<file path="src/rtl/lcd_sequencer.sv">
// Purpose: HD44780-style character LCD sequencer; power-up wait, init sequence, 2x16 refresh from a frame buffer.
// Latency: a refresh starts the cycle after i_start in IDLE; each transfer is SETUP+STROBE+HOLD plus a T_SHORT/T_LONG wait.
// Backpressure: none; i_start is only sampled in IDLE and is dropped (never queued) while busy.
//
// Ports:
//   i_clk       sole clock, rising edge
//   i_rst       synchronous active-high reset; restarts the power-up wait and init sequence
//   i_start     refresh request, sampled in IDLE only
//   i_char      frame-buffer read data, valid one cycle after o_buf_addr (synchronous RAM)
//   o_buf_addr  frame-buffer address, 0..15 line 1, 16..31 line 2
//   o_data      LCD bus byte (registered)
//   o_rs        0 = command, 1 = data (registered)
//   o_rw        tied low, write-only bus
//   o_E         enable strobe, registered, high only in STROBE
//   o_busy      low only in IDLE
//   o_done      one-cycle pulse when a refresh finishes
module lcd_sequencer #(
    parameter int T_PWRUP = 40000,
    parameter int T_LONG  = 4000,
    parameter int T_SHORT = 113
) (
    input  logic       i_clk,
    input  logic       i_rst,
    input  logic       i_start,
    input  logic [7:0] i_char,
    output logic [4:0] o_buf_addr,
    output logic [7:0] o_data,
    output logic       o_rs,
    output logic       o_rw,
    output logic       o_E,
    output logic       o_busy,
    output logic       o_done
);

    // One shared wait counter serves both the power-up delay and the
    // post-transfer waits, so it is sized for the longer of the two.
    localparam int WAIT_MAX = (T_PWRUP > T_LONG) ? T_PWRUP : T_LONG;
    localparam int CW       = $clog2(WAIT_MAX + 1);

    localparam logic [CW-1:0] PWRUP_LAST = CW'(T_PWRUP - 1);
    localparam logic [CW-1:0] LONG_LAST  = CW'(T_LONG - 1);
    localparam logic [CW-1:0] SHORT_LAST = CW'(T_SHORT - 1);
    localparam logic [CW-1:0] CNT_ONE    = CW'(1);

    localparam logic [7:0] CMD_LINE1 = 8'h80;   // DDRAM address 0x00
    localparam logic [7:0] CMD_LINE2 = 8'hC0;   // DDRAM address 0x40

    typedef enum logic [3:0] {
        S_PWRUP,
        S_INIT,
        S_IDLE,
        S_ADDR,
        S_LOAD,
        S_SETUP,
        S_STROBE,
        S_HOLD,
        S_WAIT,
        S_DONE
    } state_t;

    state_t          state;
    logic [CW-1:0]   wait_cnt;
    logic [4:0]      char_idx;
    logic [1:0]      init_idx;
    logic            in_init;       // transfers belong to the init sequence
    logic            cmd_pending;   // next ADDR issues a line-address command
    logic            long_xfer;
    logic [CW-1:0]   wait_last;

    // Init sequence: 8-bit bus / 2 lines, display on, clear, entry mode.
    function automatic logic [7:0] init_cmd(input logic [1:0] idx);
        logic [7:0] cmd;
        case (idx)
            2'd0:    cmd = 8'h38;
            2'd1:    cmd = 8'h0C;
            2'd2:    cmd = 8'h01;
            default: cmd = 8'h06;
        endcase
        return cmd;
    endfunction

    // The bus still holds the byte just transferred during WAIT, so the
    // wait length is decided from it: clear and return-home are slow.
    assign long_xfer = !o_rs && ((o_data == 8'h01) || (o_data == 8'h02));
    assign wait_last = long_xfer ? LONG_LAST : SHORT_LAST;

    assign o_rw = 1'b0;

    always_ff @(posedge i_clk) begin
        if (i_rst) begin
            state       <= S_PWRUP;
            wait_cnt    <= '0;
            char_idx    <= '0;
            init_idx    <= '0;
            in_init     <= 1'b1;
            cmd_pending <= 1'b0;
            o_buf_addr  <= '0;
            o_data      <= '0;
            o_rs        <= 1'b0;
            o_E         <= 1'b0;
            o_busy      <= 1'b1;
            o_done      <= 1'b0;
        end else begin
            // Strobe and done are single-cycle; only their entry edges set them.
            o_E    <= 1'b0;
            o_done <= 1'b0;

            case (state)
                S_PWRUP: begin
                    if (wait_cnt == PWRUP_LAST) begin
                        wait_cnt <= '0;
                        state    <= S_INIT;
                    end else begin
                        wait_cnt <= wait_cnt + CNT_ONE;
                    end
                end

                S_INIT: begin
                    o_data <= init_cmd(init_idx);
                    o_rs   <= 1'b0;
                    state  <= S_SETUP;
                end

                S_IDLE: begin
                    if (i_start) begin
                        o_busy      <= 1'b1;
                        cmd_pending <= 1'b1;
                        char_idx    <= '0;
                        o_buf_addr  <= '0;
                        state       <= S_ADDR;
                    end
                end

                // o_buf_addr is already presented here, so the RAM read
                // launched at the ADDR->LOAD edge lands on i_char in LOAD.
                S_ADDR: begin
                    if (cmd_pending) begin
                        // Line-address command sits before index 0 and index 16.
                        o_data <= char_idx[4] ? CMD_LINE2 : CMD_LINE1;
                        o_rs   <= 1'b0;
                        state  <= S_SETUP;
                    end else begin
                        state  <= S_LOAD;
                    end
                end

                S_LOAD: begin
                    o_data <= i_char;
                    o_rs   <= 1'b1;
                    state  <= S_SETUP;
                end

                S_SETUP: begin
                    o_E   <= 1'b1;
                    state <= S_STROBE;
                end

                S_STROBE: begin
                    state <= S_HOLD;
                end

                S_HOLD: begin
                    wait_cnt <= '0;
                    state    <= S_WAIT;
                end

                S_WAIT: begin
                    if (wait_cnt == wait_last) begin
                        wait_cnt <= '0;
                        if (in_init) begin
                            if (init_idx == 2'd3) begin
                                // Init ends silently in IDLE; no refresh, no done pulse.
                                in_init  <= 1'b0;
                                init_idx <= '0;
                                o_busy   <= 1'b0;
                                state    <= S_IDLE;
                            end else begin
                                init_idx <= init_idx + 2'd1;
                                state    <= S_INIT;
                            end
                        end else if (!o_rs) begin
                            // Line-address command sent; continue with the characters.
                            cmd_pending <= 1'b0;
                            state       <= S_ADDR;
                        end else if (char_idx == 5'd31) begin
                            // Index wraps so a new refresh never inherits it.
                            char_idx   <= '0;
                            o_buf_addr <= '0;
                            o_done     <= 1'b1;
                            state      <= S_DONE;
                        end else begin
                            char_idx    <= char_idx + 5'd1;
                            o_buf_addr  <= char_idx + 5'd1;
                            cmd_pending <= (char_idx == 5'd15);
                            state       <= S_ADDR;
                        end
                    end else begin
                        wait_cnt <= wait_cnt + CNT_ONE;
                    end
                end

                // i_start is not looked at here; a request held across DONE
                // is only seen once IDLE is reached.
                S_DONE: begin
                    o_busy <= 1'b0;
                    state  <= S_IDLE;
                end

                default: begin
                    wait_cnt <= '0;
                    o_busy   <= 1'b1;
                    state    <= S_PWRUP;
                end
            endcase
        end
    end

endmodule

</file>
<file path="config.mk">
export PLATFORM = sky130hd
export DESIGN_NAME = lcd_sequencer
export DESIGN_NICKNAME = d
export VERILOG_FILES = /design/src/rtl/lcd_sequencer.sv
export SDC_FILE = /design/constraint.sdc
export NUM_CORES = 1
export LEC_CHECK = 0
export ABC_AREA = 1
export BUFFER_PORTS_ARGS = -buffer_cell sky130_fd_sc_hd__clkbuf_2
export CAP_MARGIN = 15
export CORE_MARGIN = 1
export CORE_UTILIZATION = 30
export CTS_CLUSTER_DIAMETER = 60
export CTS_CLUSTER_SIZE = 30
export DETAILED_ROUTE_END_ITERATION = 6
export PLACE_DENSITY = 0.55
export SLEW_MARGIN = 20
export SYNTH_ARGS = -nofsm -noshare
export SYNTH_HDL_FRONTEND = slang
export SYNTH_SLANG_ARGS = --single-unit
export TNS_END_PERCENT = 1
</file>
<file path="constraint.sdc">
create_clock -name i_clk -period 2.7 [get_ports i_clk]
set_input_delay 0.135 -clock i_clk [delete_from_list [all_inputs] [get_ports i_clk]]
set_output_delay 0.135 -clock i_clk [all_outputs]
set_load 0.02 [all_outputs]
</file>
-- Word level (Yosys, flattened, before mapping)
Cells that the tools add are included.
Widths: inputs -> output; s select.
- bits in registers: 41
- word-level logic and storage cells: 103
- add/sub/neg operators: 3
- equality and inequality tests: 27
- muxes and demuxes: 40
- bitwise operators: 4
- reduce and logical (&&, ||, !) cells: 18
- operators by type and width (operator ; number):
    $pmux 16 s3 ; 1
    $pmux 4 s9 ; 1
    $mux 16 ; 2
    $mux 5 ; 5
    $mux 4 ; 6
    $pmux 8 s3 ; 1
    $pmux 6 s3 ; 1
    $add 16x1->16 const B ; 1
    $eq 16x12->1 ; 1
    $eq 16x16->1 const B ; 1
    $eq 4x3->1 const B ; 4
    $ne 2x2->1 const B ; 8
    $reduce_and 5->1 ; 3
    $mux 1 ; 14
    $reduce_or 7->1 ; 2
    $mux 12 ; 1
    $pmux 5 s2 ; 1
    $eq 4x2->1 const B ; 2
    $eq 4x4->1 const B ; 2
    $eq 8x1->1 const B ; 1
    $eq 8x2->1 const B ; 1
    $mux 8 ; 1
    $mux 7 ; 1
    $reduce_and 3->1 ; 2
    other kinds (23) ; 29

-- Depth between registers and ports, before layout
Gate-level depths: netlist (run 1).
- word-level depth: 7
- gate-level depth with buffers: 14

-- Least setup slack after synthesis (run 1)
Ideal clock, no wire load.
- kind: flip-flop to flip-flop
- start point: register char_idx[0]
- end point: register state[3]
- data arrival time: 1.714 ns
- required time: 2.643 ns
- slack: 0.930 ns
- cell stages (with the launch flop): 13
- path buffers: 0
- period minus slack after synthesis: 1.770 ns
- cell sequence: dfxtp_1 -> ha_1 -> nand2_1 -> nor2_1 -> ha_1 -> nand2_1 -> inv_1 -> nand2_1 -> nor2_1 -> a21oi_1 -> o31ai_1 -> nand2_1 -> inv_1
- cells in the longest elaborated chain, start to end: 6
- RTL lines (what ; line ; RTL):
    start, declared ; 63 ; logic [4:0] char_idx;
    start signal, assigned ; 192 ; char_idx <= char_idx + 5'd1;
    $eq 5x5->1 ; 185 ; end else if (char_idx == 5'd31) begin
    $mux 4 ; 185 ;
    $mux 4 ; 181 ; end else if (!o_rs) begin
    $mux 4 ; 170 ; if (in_init) begin
    $mux 4 ; 168 ; if (wait_cnt == wait_last) begin
    $pmux 4 s9 ; 108 ; case (state)
    end signal, assigned ; 112 ; state <= S_INIT;
    end signal, assigned ; 176 ; state <= S_IDLE;
    end signal, assigned ; 184 ; state <= S_ADDR;
    end, declared ; 61 ; state_t state;
No other way between the ends. The select of a mux whose other input is x is not followed.
A chain may end at the register's enable or synchronous reset.

-- Worst setup path after layout (run 1)
Ends and elaborated chain as after synthesis.

==> results by group, run 1 <==
Status
  – Status: completed

Drt
  – Met2 WL post-DR: approximately 2900 um
  – DRT iter0 DRCs: between 100 and 150
  – DR top layer: met4
  – Total Routed Length: 6400 um
  – Met1 wire length: about 3000 um
  – Met3 wire length: about 340 um
  – Remaining antenna violation count: 0
  – Routed len/inst: about 12 um
  – DR vias/cell: roughly 4.7
  – 1st-pass router iterations: 4
  – Via count: between 2000 and 2500
  – Remaining DRCs: 0

STA
  – Post-route setup TNS: 0 ps
  – F_max: 535 MHz
  – Final Skew: 8.25 ps
  – Tmin final: approximately 1900 ps
  – Hold Vio Cnt, Final: 0
  – Pins Over Slew Limit: 0
  – Final setup fails: 0
  – Crit share post-route: approximately 69%
  – RSZ-0062 raised after global routing: false

Finish
  – Final nets: about 440
  – Layout area overhead: 13.6%
  – Diodes inserted: 0
  – Fin util: between 30% and 40%
  – Final Cell Area: slightly below 0.003 mm^2
  – Layout cells sized above 1: a little under a fifth

Worst setup path
  – Flop2flop setup slack: about 830 ps
  – Worst R2R Path Depth: 12
  – CP Max Fanout: 5
  – Worst Path Required: between 2000 and 3000 ps
  – Critical R2R Launch: char_idx[0]
  – CP Capture Type: flip-flop
  – Setup crit end: state[3]
  – Setup CP Type: flip-flop to flip-flop
  – Setup crit start: char_idx[0]
  – CP Launch Type: flip-flop
  – R2R Path End: state[3]
  – WP data arrival: 2120 ps

Power and ir drop
  – Pwr dens: approximately 550 mW/mm^2
  – Pint: between 1 and 1.5 mW
  – Leak: roughly 1.3 nW
  – Net Switching: about 0.54 mW
  – Combinational share of power: between 20% and 30%
  – Flop pwr share: ~44%
  – Switching share of total power: between 30% and 40%
  – Maximum vdd ir drop: 0.277 mV
  – Clock power share: 31.1%

Clocking
  – Cts bufs inserted: 5
  – TritonCTS Sinks: 41
  – CTS root buffer: clkbuf_8
  – Post-CTS setup buffer count: 0
  – Post-CTS resize count: 0
  – CTS tree: yes
  – Clk buf depth: 2
  – Clock Latency Late Sink: 300 ps
  – Clk slew on worst S/H paths: ~80 ps
  – Number of H-tree levels: 2
  – Post-CTS Hold Buffers: 0

Logic synthesis
  – Asr flop ratio synth: 0%
  – Commonest cells in the netlist: nand2_1, inv_1, dfxtp_1, nor2_1, nand3_1
  – Count of cell types in the netlist: 36
  – Yosys reg bits: around 40
  – Sequential fraction of the synthesis area: about a third
  – Syn_nets: a little over 400
  – Top-area cell type share of the netlist area: around 32%
  – Most used DFF post-synth: dfxtp_1
  – Leading cell type by number of instances after synthesis: nand2_1
  – Top cells by area, synth: dfxtp_1, nand2_1, inv_1, nand3_1, nor2_1
  – Number of synthesized flops with an enable pin: 0
  – Area leader, netlist: dfxtp_1
  – Syn. warnings: 0
  – Synth Instances: 389
  – Mapped cell area: ~0.0026 mm^2
  – Syn avg cell area: between 6 and 7 um^2

Global route
  – Grt ovf: 0
  – Vias in the first global route: between 2000 and 2500
  – Largest net degree at the start of global routing: 20
  – Tot GR Track Use: 15.5%
  – Global-route wire length before repair: ~11000 um
  – Initial antenna violation count: 0

Die
  – I/O pin count: 29
  – Core footprint: ~0.0082 mm^2
  – Initial Util: a little under a third
  – Die area: approximately 0.009 mm^2
  – Die height: 94.3 um
  – Row cnt: 33
  – Die width: about 94 um

Placed design
  – I/O Buffers: 27
  – Hpwl dp: 4890 um
  – Gpl congestion: approximately 0.85
  – Post-Place Cell Area: between 0.002 and 0.003 mm^2

Hold path
  – Worst hold path class: input port to flip-flop

Job
  – Max Cap Viol: 0
-- flip-flops by register name (all words and copies together) (netlist names) --
name,flops
init_idx,2
in_init,1
o_rs,1
cmd_pending,1
o_done,1
o_data,8
o_E,1
state,4
o_busy,1
char_idx,5
wait_cnt,16
-- per-layer routing --
layer	vias to the layer above	global-route usage, %
met5	-	0
met4	0	5.90
met3	14	3.16
met2	56	27.1
met1	1106	18.6
li1	1301	-
-- power by group through the flow --
stage          Sequential [mW]  Clock [mW]  Combinational, mW
3_3_place_gp             0.712           0              0.393
6_report                 0.699       0.493              0.393
4_1_cts                  0.700       0.514              0.394
2_1_floorplan            0.738           0              0.265
3_5_place_dp             0.713           0              0.394
5_1_grt                  0.708       0.531              0.440
-- stage by stage --
stage	cells	hold slack (ps)	total power, mW	worst slack, ps
floorplan	389	284	1.00	930
global placement	517	375	1.11	829
detailed placement	517	381	1.11	855
CTS	524	53.3	1.61	809
global route	524	78.2	1.68	570
finish	524	60.8	1.58	830
-- how the worst min path moves through the flow --
stage	slack (ps)	depth (start not counted)	endpoint	start
after floorplan	280	2	o_data[3]	i_char[3]
after global placement	380	3	o_data[6]	i_char[6]
after detailed placement	380	3	o_data[3]	i_char[3]
after CTS	50	3	o_data[3]	i_char[3]
after global routing	80	3	o_data[3]	i_char[3]
final	60	3	o_data[3]	i_char[3]
-- worst max-delay path, stage by stage (launching register included) --
cell and delay, ps:
dfxtp_1 420, ha_1 190, nand2_1 70, nor2_1 140, ha_1 230, nand2_1 70, inv_1 80, nand2_1 70
nor2_1 110, a21oi_1 60, o31ai_1 240, nand2_1 80, inv_1 50
-- placed cells by master, fill, tap and decap left out, drive strengths merged, types with 7 or more instances in the layout --
master    n
a21oi    17
a31oi     7
clkbuf   32
dfxtp    41
ha        9
inv      59
nand2   108
nand3    36
nand4     9
nor2     50
nor3      9
o21ai    15
-- final cells by class --
type / instances / area (um^2)
Fill cell: 928 / 5310
Clock inverter: 2 / 35.0
Inverter: 63 / 236
Timing Repair Buffer: 29 / 150
Sequential cell: 41 / 821
Tap cell: 105 / 131
Multi-Input combinational cell: 279 / 1460
Clock buffer: 5 / 68.8
-- logic make-up (layout without fill, tap and decap cells) --
group / after synthesis / after routing / synth area share (%)
DFF: 41 / 41 / 32.1
buffers and inverters: 69 / 99 / 10.7
other: 1 / 1 / 0.147
AOI/OAI and AO/OA: 47 / 47 / 10.5
and+or+nand+nor: 216 / 216 / 40.0
adders and majority gates: 9 / 9 / 4.41
xor gates and xnor gates: 6 / 6 / 2.06
Note: power is estimated with default switching activity, not from simulation.
==> inputs of run 2 (changes only) <==
--- a/config.mk
+++ b/config.mk
@@ -5,7 +5,7 @@
 export SDC_FILE = /design/constraint.sdc
 export NUM_CORES = 1
 export LEC_CHECK = 0
-export ABC_AREA = 1
+export ABC_AREA = 0
 export BUFFER_PORTS_ARGS = -buffer_cell sky130_fd_sc_hd__clkbuf_2
 export CAP_MARGIN = 15
 export CORE_MARGIN = 1
@@ -13,7 +13,7 @@
 export CTS_CLUSTER_DIAMETER = 60
 export CTS_CLUSTER_SIZE = 30
 export DETAILED_ROUTE_END_ITERATION = 6
-export PLACE_DENSITY = 0.55
+export PLACE_DENSITY = 0.57
 export SLEW_MARGIN = 20
 export SYNTH_ARGS = -nofsm -noshare
 export SYNTH_HDL_FRONTEND = slang
==> constraint.sdc (replaced) <==
create_clock -name i_clk -period 1.69 [get_ports i_clk]
set_input_delay 0.0845 -clock i_clk [delete_from_list [all_inputs] [get_ports i_clk]]
set_output_delay 0.0845 -clock i_clk [all_outputs]
set_load 0.02 [all_outputs]
==> results by group, run 2 <==
Drt
  – Remaining DRCs: 0 (unchanged)
  – Routed len/inst: 13.2 um (was 12.2 um)
  – 1st-pass router iterations: 4 (unchanged)
  – DRT iter0 DRCs: 110 (was 111)
  – Remaining antenna violation count: 0 (unchanged)
  – DR vias/cell: 4.94 (was 4.73)
  – Via count: 2182 (was 2477)
  – Total Routed Length: 5810 um (was 6400 um)

Global route
  – Initial antenna violation count: 0 (unchanged)
  – GR peak layer: met2 (unchanged)
  – Met3 Use GR: 3.60% (was 3.16%)
  – Largest net degree at the start of global routing: 17 (was 20)
  – Tot GR Track Use: 16.6% (was 15.5%)
  – Met2 Track Usage GR: 27.8% (was 27.1%)
  – M1 GR Usage: 20.8% (was 18.6%)
  – Grt ovf: 0 (unchanged)
  – Vias in the first global route: 2127 (was 2387)
  – Global-route wire length before repair: 9720 um (was 10800 um)

STA
  – Crit share post-route: 129% (was 69.3%)
  – Final setup fails: 29 (was 0)
  – WHS: 27.8 ps (was 60.8 ps)
  – F_max: 459 MHz (was 535 MHz)
  – Pins Over Slew Limit: 0 (unchanged)
  – Tmin final: 2180 ps (was 1870 ps)
  – Hold Vio Cnt, Final: 0 (unchanged)
  – Final Skew: 7.21 ps (was 8.25 ps)
  – RSZ-0062 raised after global routing: true (was false)
  – Post-route setup slack: -491 ps (was 830 ps)

Die
  – Die width: 87.0 um (was 94.3 um)
  – Initial Util: 31.5% (was 31.1%)
  – I/O pin count: 29 (unchanged)
  – Die area: 0.00757 mm^2 (was 0.00889 mm^2)
  – Core footprint: 0.00687 mm^2 (was 0.00822 mm^2)
  – Die height: 87.0 um (was 94.3 um)
  – Row cnt: 30 (was 33)

Logic synthesis
  – Synth Instances: 260 (was 389)
  – Top-area cell type share of the netlist area: 37.9% (was 32.1%)
  – Count of cell types in the netlist: 48 (was 36)
  – Asr flop ratio synth: 0% (unchanged)
  – Area leader, netlist: dfxtp_1 (unchanged)
  – Leading cell type by number of instances after synthesis: nor2_1 (was nand2_1)
  – Sequential fraction of the synthesis area: 37.9% (was 32.1%)
  – Syn. warnings: 0 (unchanged)
  – Yosys reg bits: 41 (unchanged)
  – Most used DFF post-synth: dfxtp_1 (unchanged)
  – Number of synthesized flops with an enable pin: 0 (unchanged)
  – Mapped cell area: 0.00217 mm^2 (was 0.00256 mm^2)
  – Syn_nets: 280 (was 409)
  – Top cells by area, synth: dfxtp_1, nor2_1, xor2_1, ha_1, a21oi_1 (was dfxtp_1, nand2_1, inv_1, nand3_1, nor2_1)
  – Commonest cells in the netlist: nor2_1, dfxtp_1, nand2_1 (was nand2_1, inv_1, dfxtp_1, nor2_1, nand3_1)
  – Syn avg cell area: 8.33 um^2 (was 6.57 um^2)

Placed design
  – Hpwl dp: 4380 um (was 4890 um)
  – Gpl congestion: 0.794 (was 0.854)
  – I/O Buffers: 27 (unchanged)
  – Pre-CTS setup slack: -494 ps (was 855 ps)

Status
  – Status: finished, violations left (was completed)
  – Violated checks: setup timing

Clocking
  – Clock Latency Late Sink: 300 ps (about the same)
  – CTS tree: yes (unchanged)
  – Clk buf depth: 2 (unchanged)
  – Number of H-tree levels: 2 (unchanged)
  – CTS root buffer: clkbuf_8 (unchanged)
  – Post-CTS Hold Buffers: 0 (unchanged)
  – Cts bufs inserted: 5 (unchanged)
  – TritonCTS Sinks: 41 (unchanged)
  – Clk slew on worst S/H paths: 80 ps (about the same)

Finish
  – Largest registers: wait_cnt: 16 flops, o_data: 8 flops, char_idx: 5 flops (unchanged)
  – Fin util: 44.0% (was 35.3%)
  – Layout area overhead: 39.5% (was 13.6%)
  – Largest reg by FF count: wait_cnt (unchanged)
  – Flip-flop count of the largest register after layout: 16 (unchanged)
  – Most frequent cells in the layout: buf_4, nor2_1, dfxtp_1 (was nand2_1, inv_1, nor2_1, dfxtp_1, nand3_1)
  – Final nets: 366 (was 439)
  – Leading cell type in the layout, fill and taps excluded: buf_4 (was nand2_1)
  – Layout cells sized above 1: 33.8% (was 19.1%)
  – Diodes inserted: 0 (unchanged)

Worst setup path
  – WP data arrival: 2370 ps (was 2120 ps)
  – Critical R2R Launch: wait_cnt[8] (was char_idx[0])
  – CP Launch Type: flip-flop (unchanged)
  – Setup crit start: wait_cnt[8] (was char_idx[0])
  – Worst R2R Path Depth: 8 (was 12)
  – Flop2flop setup slack: -490 ps (was 830 ps)
  – Setup CP Type: flip-flop to flip-flop (unchanged)
  – Setup crit end: char_idx[3] (was state[3])
  – CP Max Fanout: 4 (was 5)
  – CP Capture Type: flip-flop (unchanged)
  – Worst Path Required: 1880 ps (was 2960 ps)
  – R2R Path End: char_idx[3] (was state[3])

Power and ir drop
  – Pwr dens: 739 mW/mm^2 (was 546 mW/mm^2)
  – Leak: 1.30 nW (was 1.31 nW)
  – Post-route total power: 2.24 mW (was 1.58 mW)
  – Maximum vdd ir drop: 0.351 mV (was 0.277 mV)

Job
  – Max Cap Viol: 0 (unchanged)

Hold path
  – Worst hold path class: input port to flip-flop (unchanged)
==> run 2: kinds of logic (layout without fill, tap and decap cells) <==
kind of cell / count (synthesis) / after routing / share of synthesized area (%)
AO/OA/AOI/OAI: 46 / 46 / 14.1
buffers and inverters: 20 / 106 / 3.75
adder cells (fa/ha/maj): 9 / 9 / 5.20
flip-flops: 41 / 41 / 37.9
XOR/XNOR: 16 / 16 / 6.47
multiplexers: 4 / 4 / 2.08
AND/OR/NAND/NOR: 123 / 123 / 30.4
other: 1 / 1 / 0.173
==> run 2: per-layer routing <==
layer	vias up	routed length [um]
li1	1106	-
met1	1031	2750
met2	39	2770
met3	6	209
met4	0	82
met5	-	0
==> run 2: layout make-up <==
type,instances,area (um^2)
well taps,96,120
inverters,9,37.5
fillers,700,3850
repair buffers,90,628
multi-input cells,199,1330
flip-flops and latches,41,823
clock buffers,7,86.3
==> run 2: per-stage QoR <==
stage | cell area, um^2 | setup TNS (ps) | std cells
6_report | 3020 | -10090 | 442
5_1_grt | 3020 | -12640 | 442
4_1_cts | 2970 | -10240 | 441
3_5_place_dp | 2840 | -8790 | 432
3_3_place_gp | 2840 | -9040 | 432
2_1_floorplan | 2170 | -6980 | 260
==> run 2: worst max-delay path: stages (launching register included) <==
cell      delay [ps]
dfxtp_2          320
or4b_4           550
nor4_4           210
mux2_4           210
buf_6             90
nand4_1          150
buf_4            210
o211ai_1         220
o31ai_2          100
==> run 2: how the worst min path moves through the flow <==
stage | startpoint | endpoint | depth (start not counted)
floorplan | i_char[2] | o_data[2] | 2
global placement | i_char[3] | o_data[3] | 3
detailed placement | i_char[3] | o_data[3] | 3
CTS | i_char[3] | o_data[3] | 3
global route | i_char[2] | o_data[2] | 3
finish | i_char[3] | o_data[3] | 3
==> run 2: repair_timing <==
action	4_1_cts	5_1_grt
cloned	0	0
resized for setup	7	12
setup endpoints to repair	30	38
setup buffers	2	1
pin swaps	6	7
==> run 2: report_power, final <==
part	switching [mW]	internal, mW
sequential	0.0266	1.01
clock	0.346	0.325
combinational	0.281	0.245
==> inputs of run 3 (changes only) <==
--- a/config.mk
+++ b/config.mk
@@ -14,6 +14,7 @@
 export CTS_CLUSTER_SIZE = 30
 export DETAILED_ROUTE_END_ITERATION = 6
 export PLACE_DENSITY = 0.57
+export REMOVE_ABC_BUFFERS = 1
 export SLEW_MARGIN = 20
 export SYNTH_ARGS = -nofsm -noshare
 export SYNTH_HDL_FRONTEND = slang
==> results by group, run 3 (synthesized netlist as in run 2, its figures left out) <==
Status
  – Status: finished, violations left (unchanged)
  – Violated checks: setup timing (unchanged)

Power and ir drop
  – Maximum vdd ir drop: 0.370 mV (was 0.351 mV)
  – Pwr dens: 778 mW/mm^2 (was 739 mW/mm^2)
  – Post-route total power: 2.38 mW (was 2.24 mW)
  – Leak: 1.31 nW (was 1.30 nW)

Drt
  – Remaining DRCs: 0 (unchanged)
  – Via count: 2113 (was 2182)
  – DRT iter0 DRCs: 102 (was 110)
  – Remaining antenna violation count: 0 (unchanged)
  – Total Routed Length: 5600 um (was 5810 um)
  – 1st-pass router iterations: 4 (unchanged)
  – Routed len/inst: 12.6 um (was 13.2 um)
  – DR vias/cell: 4.76 (was 4.94)

Clocking
  – Clk buf depth: 2 (unchanged)
  – Clock Latency Late Sink: 310 ps (was 300 ps)
  – Number of H-tree levels: 2 (unchanged)
  – CTS tree: yes (unchanged)
  – CTS root buffer: clkbuf_8 (unchanged)
  – Clk slew on worst S/H paths: 90 ps (was 80 ps)
  – TritonCTS Sinks: 41 (unchanged)
  – Post-CTS Hold Buffers: 0 (unchanged)
  – Cts bufs inserted: 5 (unchanged)

STA
  – Tmin final: 2210 ps (was 2180 ps)
  – Final setup fails: 30 (was 29)
  – WHS: 10.6 ps (was 27.8 ps)
  – Pins Over Slew Limit: 0 (unchanged)
  – Final Skew: 10.5 ps (was 7.21 ps)
  – F_max: 453 MHz (was 459 MHz)
  – Hold Vio Cnt, Final: 0 (unchanged)
  – Post-route setup slack: -517 ps (was -491 ps)
  – RSZ-0062 raised after global routing: true (unchanged)
  – Crit share post-route: 131% (was 129%)
  – Post-route setup TNS: -10200 ps (was -10090 ps)

Die
  – Initial Util: 31.5% (unchanged)
  – I/O pin count: 29 (unchanged)
  – Die area: 0.00757 mm^2 (unchanged)
  – Die height: 87.0 um (unchanged)
  – Row cnt: 30 (unchanged)
  – Die width: 87.0 um (unchanged)
  – Core footprint: 0.00687 mm^2 (unchanged)

Finish
  – Fillcell total: 706 (was 700)
  – Leading cell type in the layout, fill and taps excluded: buf_4 (unchanged)
  – Largest reg by FF count: wait_cnt (unchanged)
  – Layout cells sized above 1: 34.5% (was 33.8%)
  – Largest registers: wait_cnt: 16 flops, o_data: 8 flops, char_idx: 5 flops (unchanged)
  – Register Area: 826 um^2 (was 823 um^2)
  – Multi-input gate area: 0.00134 mm^2 (was 0.00133 mm^2)
  – Diodes inserted: 0 (unchanged)
  – Layout area overhead: 41.1% (was 39.5%)
  – Final nets: 367 (was 366)
  – Final Cell Area: 0.00306 mm^2 (was 0.00302 mm^2)
  – Non-filler cells, final: 444 (was 442)
  – Most frequent cells in the layout: buf_4, nor2_1, dfxtp_1 (unchanged)
  – Fin util: 44.5% (was 44.0%)
  – Flip-flop count of the largest register after layout: 16 (unchanged)

Worst setup path
  – Largest stage delay on the critical path: 580 ps (was 550 ps)
  – Setup crit start: wait_cnt[0] (was wait_cnt[8])
  – CP Capture Type: flip-flop (unchanged)
  – CP Launch Type: flip-flop (unchanged)
  – CP Max Fanout: 4 (unchanged)
  – R2R Path End: char_idx[2] (was char_idx[3])
  – Worst Path Required: 1920 ps (was 1880 ps)
  – Setup CP Type: flip-flop to flip-flop (unchanged)
  – CP bufs+invs: 0 (was 2)
  – Flop2flop setup slack: -520 ps (was -490 ps)
  – Critical R2R Launch: wait_cnt[0] (was wait_cnt[8])
  – Worst path cell trace: or4_4 -> nor4_4 -> mux2_4 -> nand3_4 -> or4b_4 -> o31ai_2 (was or4b_4 -> nor4_4 -> mux2_4 -> buf_6 -> nand4_1 -> buf_4 -> o211ai_1 -> o31ai_2)
  – Worst R2R Path Depth: 6 (was 8)
  – WP data arrival: 2430 ps (was 2370 ps)
  – Setup crit end: char_idx[2] (was char_idx[3])
  – Top Family by Delay on Critical Path: simple AND/OR/NAND/NOR gates (unchanged)
  – Levels on crit path: 6 (was 8)
  – Slowest cell on the critical path: or4b_4 (unchanged)

Placed design
  – Hpwl dp: 4270 um (was 4380 um)
  – I/O Buffers: 27 (unchanged)
  – Gpl congestion: 0.791 (was 0.794)
  – Pre-CTS setup slack: -598 ps (was -494 ps)
  – Placed Cells incl. Taps: 436 (was 432)
  – Post-Place Cell Area: 0.00286 mm^2 (was 0.00284 mm^2)

Global route
  – Global-route wire length before repair: 9490 um (was 9720 um)
  – Initial antenna violation count: 0 (unchanged)
  – Tot GR Track Use: 16.0% (was 16.6%)
  – Vias in the first global route: 2096 (was 2127)
  – Grt ovf: 0 (unchanged)
  – Largest net degree at the start of global routing: 18 (was 17)

Hold path
  – Worst hold path class: input port to flip-flop (unchanged)

Job
  – Max Cap Viol: 0 (unchanged)
## run 3: worst min-delay path: cells and delay by family
kind / cells / cell delay [ps]
simple gates: 1 / 50
buf+inv: 1 / 80
compound gates: 1 / 60
## run 3: repair_timing
item                                    in CTS  in global routing
pin swaps                                    4                  5
gates cloned                                 0                  0
endpoints found under the setup margin      35                 37
setup buffers                                0                  0
gates resized for setup                      4                 15
hold endpoints to repair                     0                  0
## run 3: cell type report
| cell class | count | area share (%) |
|---|---|---|
| clock buffer | 6 | 2.70 |
| multi-input combinational | 199 | 43.8 |
| inverter | 9 | 1.23 |
| tap | 96 | 3.93 |
| clock inverter | 2 | 1.23 |
| timing repair buffer | 91 | 20.1 |
| sequential | 41 | 27.0 |
## run 3: power by group
group | internal, mW | switching [mW]
Clock | 0.480 | 0.364
Combinational | 0.233 | 0.263
Sequential | 1.01 | 0.0280
## run 3: worst min-delay path by stage
stage                         start     endpoint  slack, ps  cells past startpoint
final                     i_char[2]    o_data[2]         10                      3
after global routing      i_char[5]    o_data[5]         20                      3
after CTS                 i_char[2]    o_data[2]          7                      3
after detailed placement  i_char[4]    o_data[4]        330                      3
after global placement    i_char[4]    o_data[4]        330                      3
after floorplan               i_rst  char_idx[4]        150                      1
## run 3: metal layers
| metal | up-vias | wire length (um) | GRT usage (%) |
|---|---|---|---|
| met1 | 967 | 2700 | 20.9 |
| met4 | 0 | 142 | 7.12 |
| li1 | 1104 | - | - |
| met2 | 29 | 2620 | 25.7 |
| met3 | 13 | 138 | 3.03 |
| met5 | - | 0 | 0 |
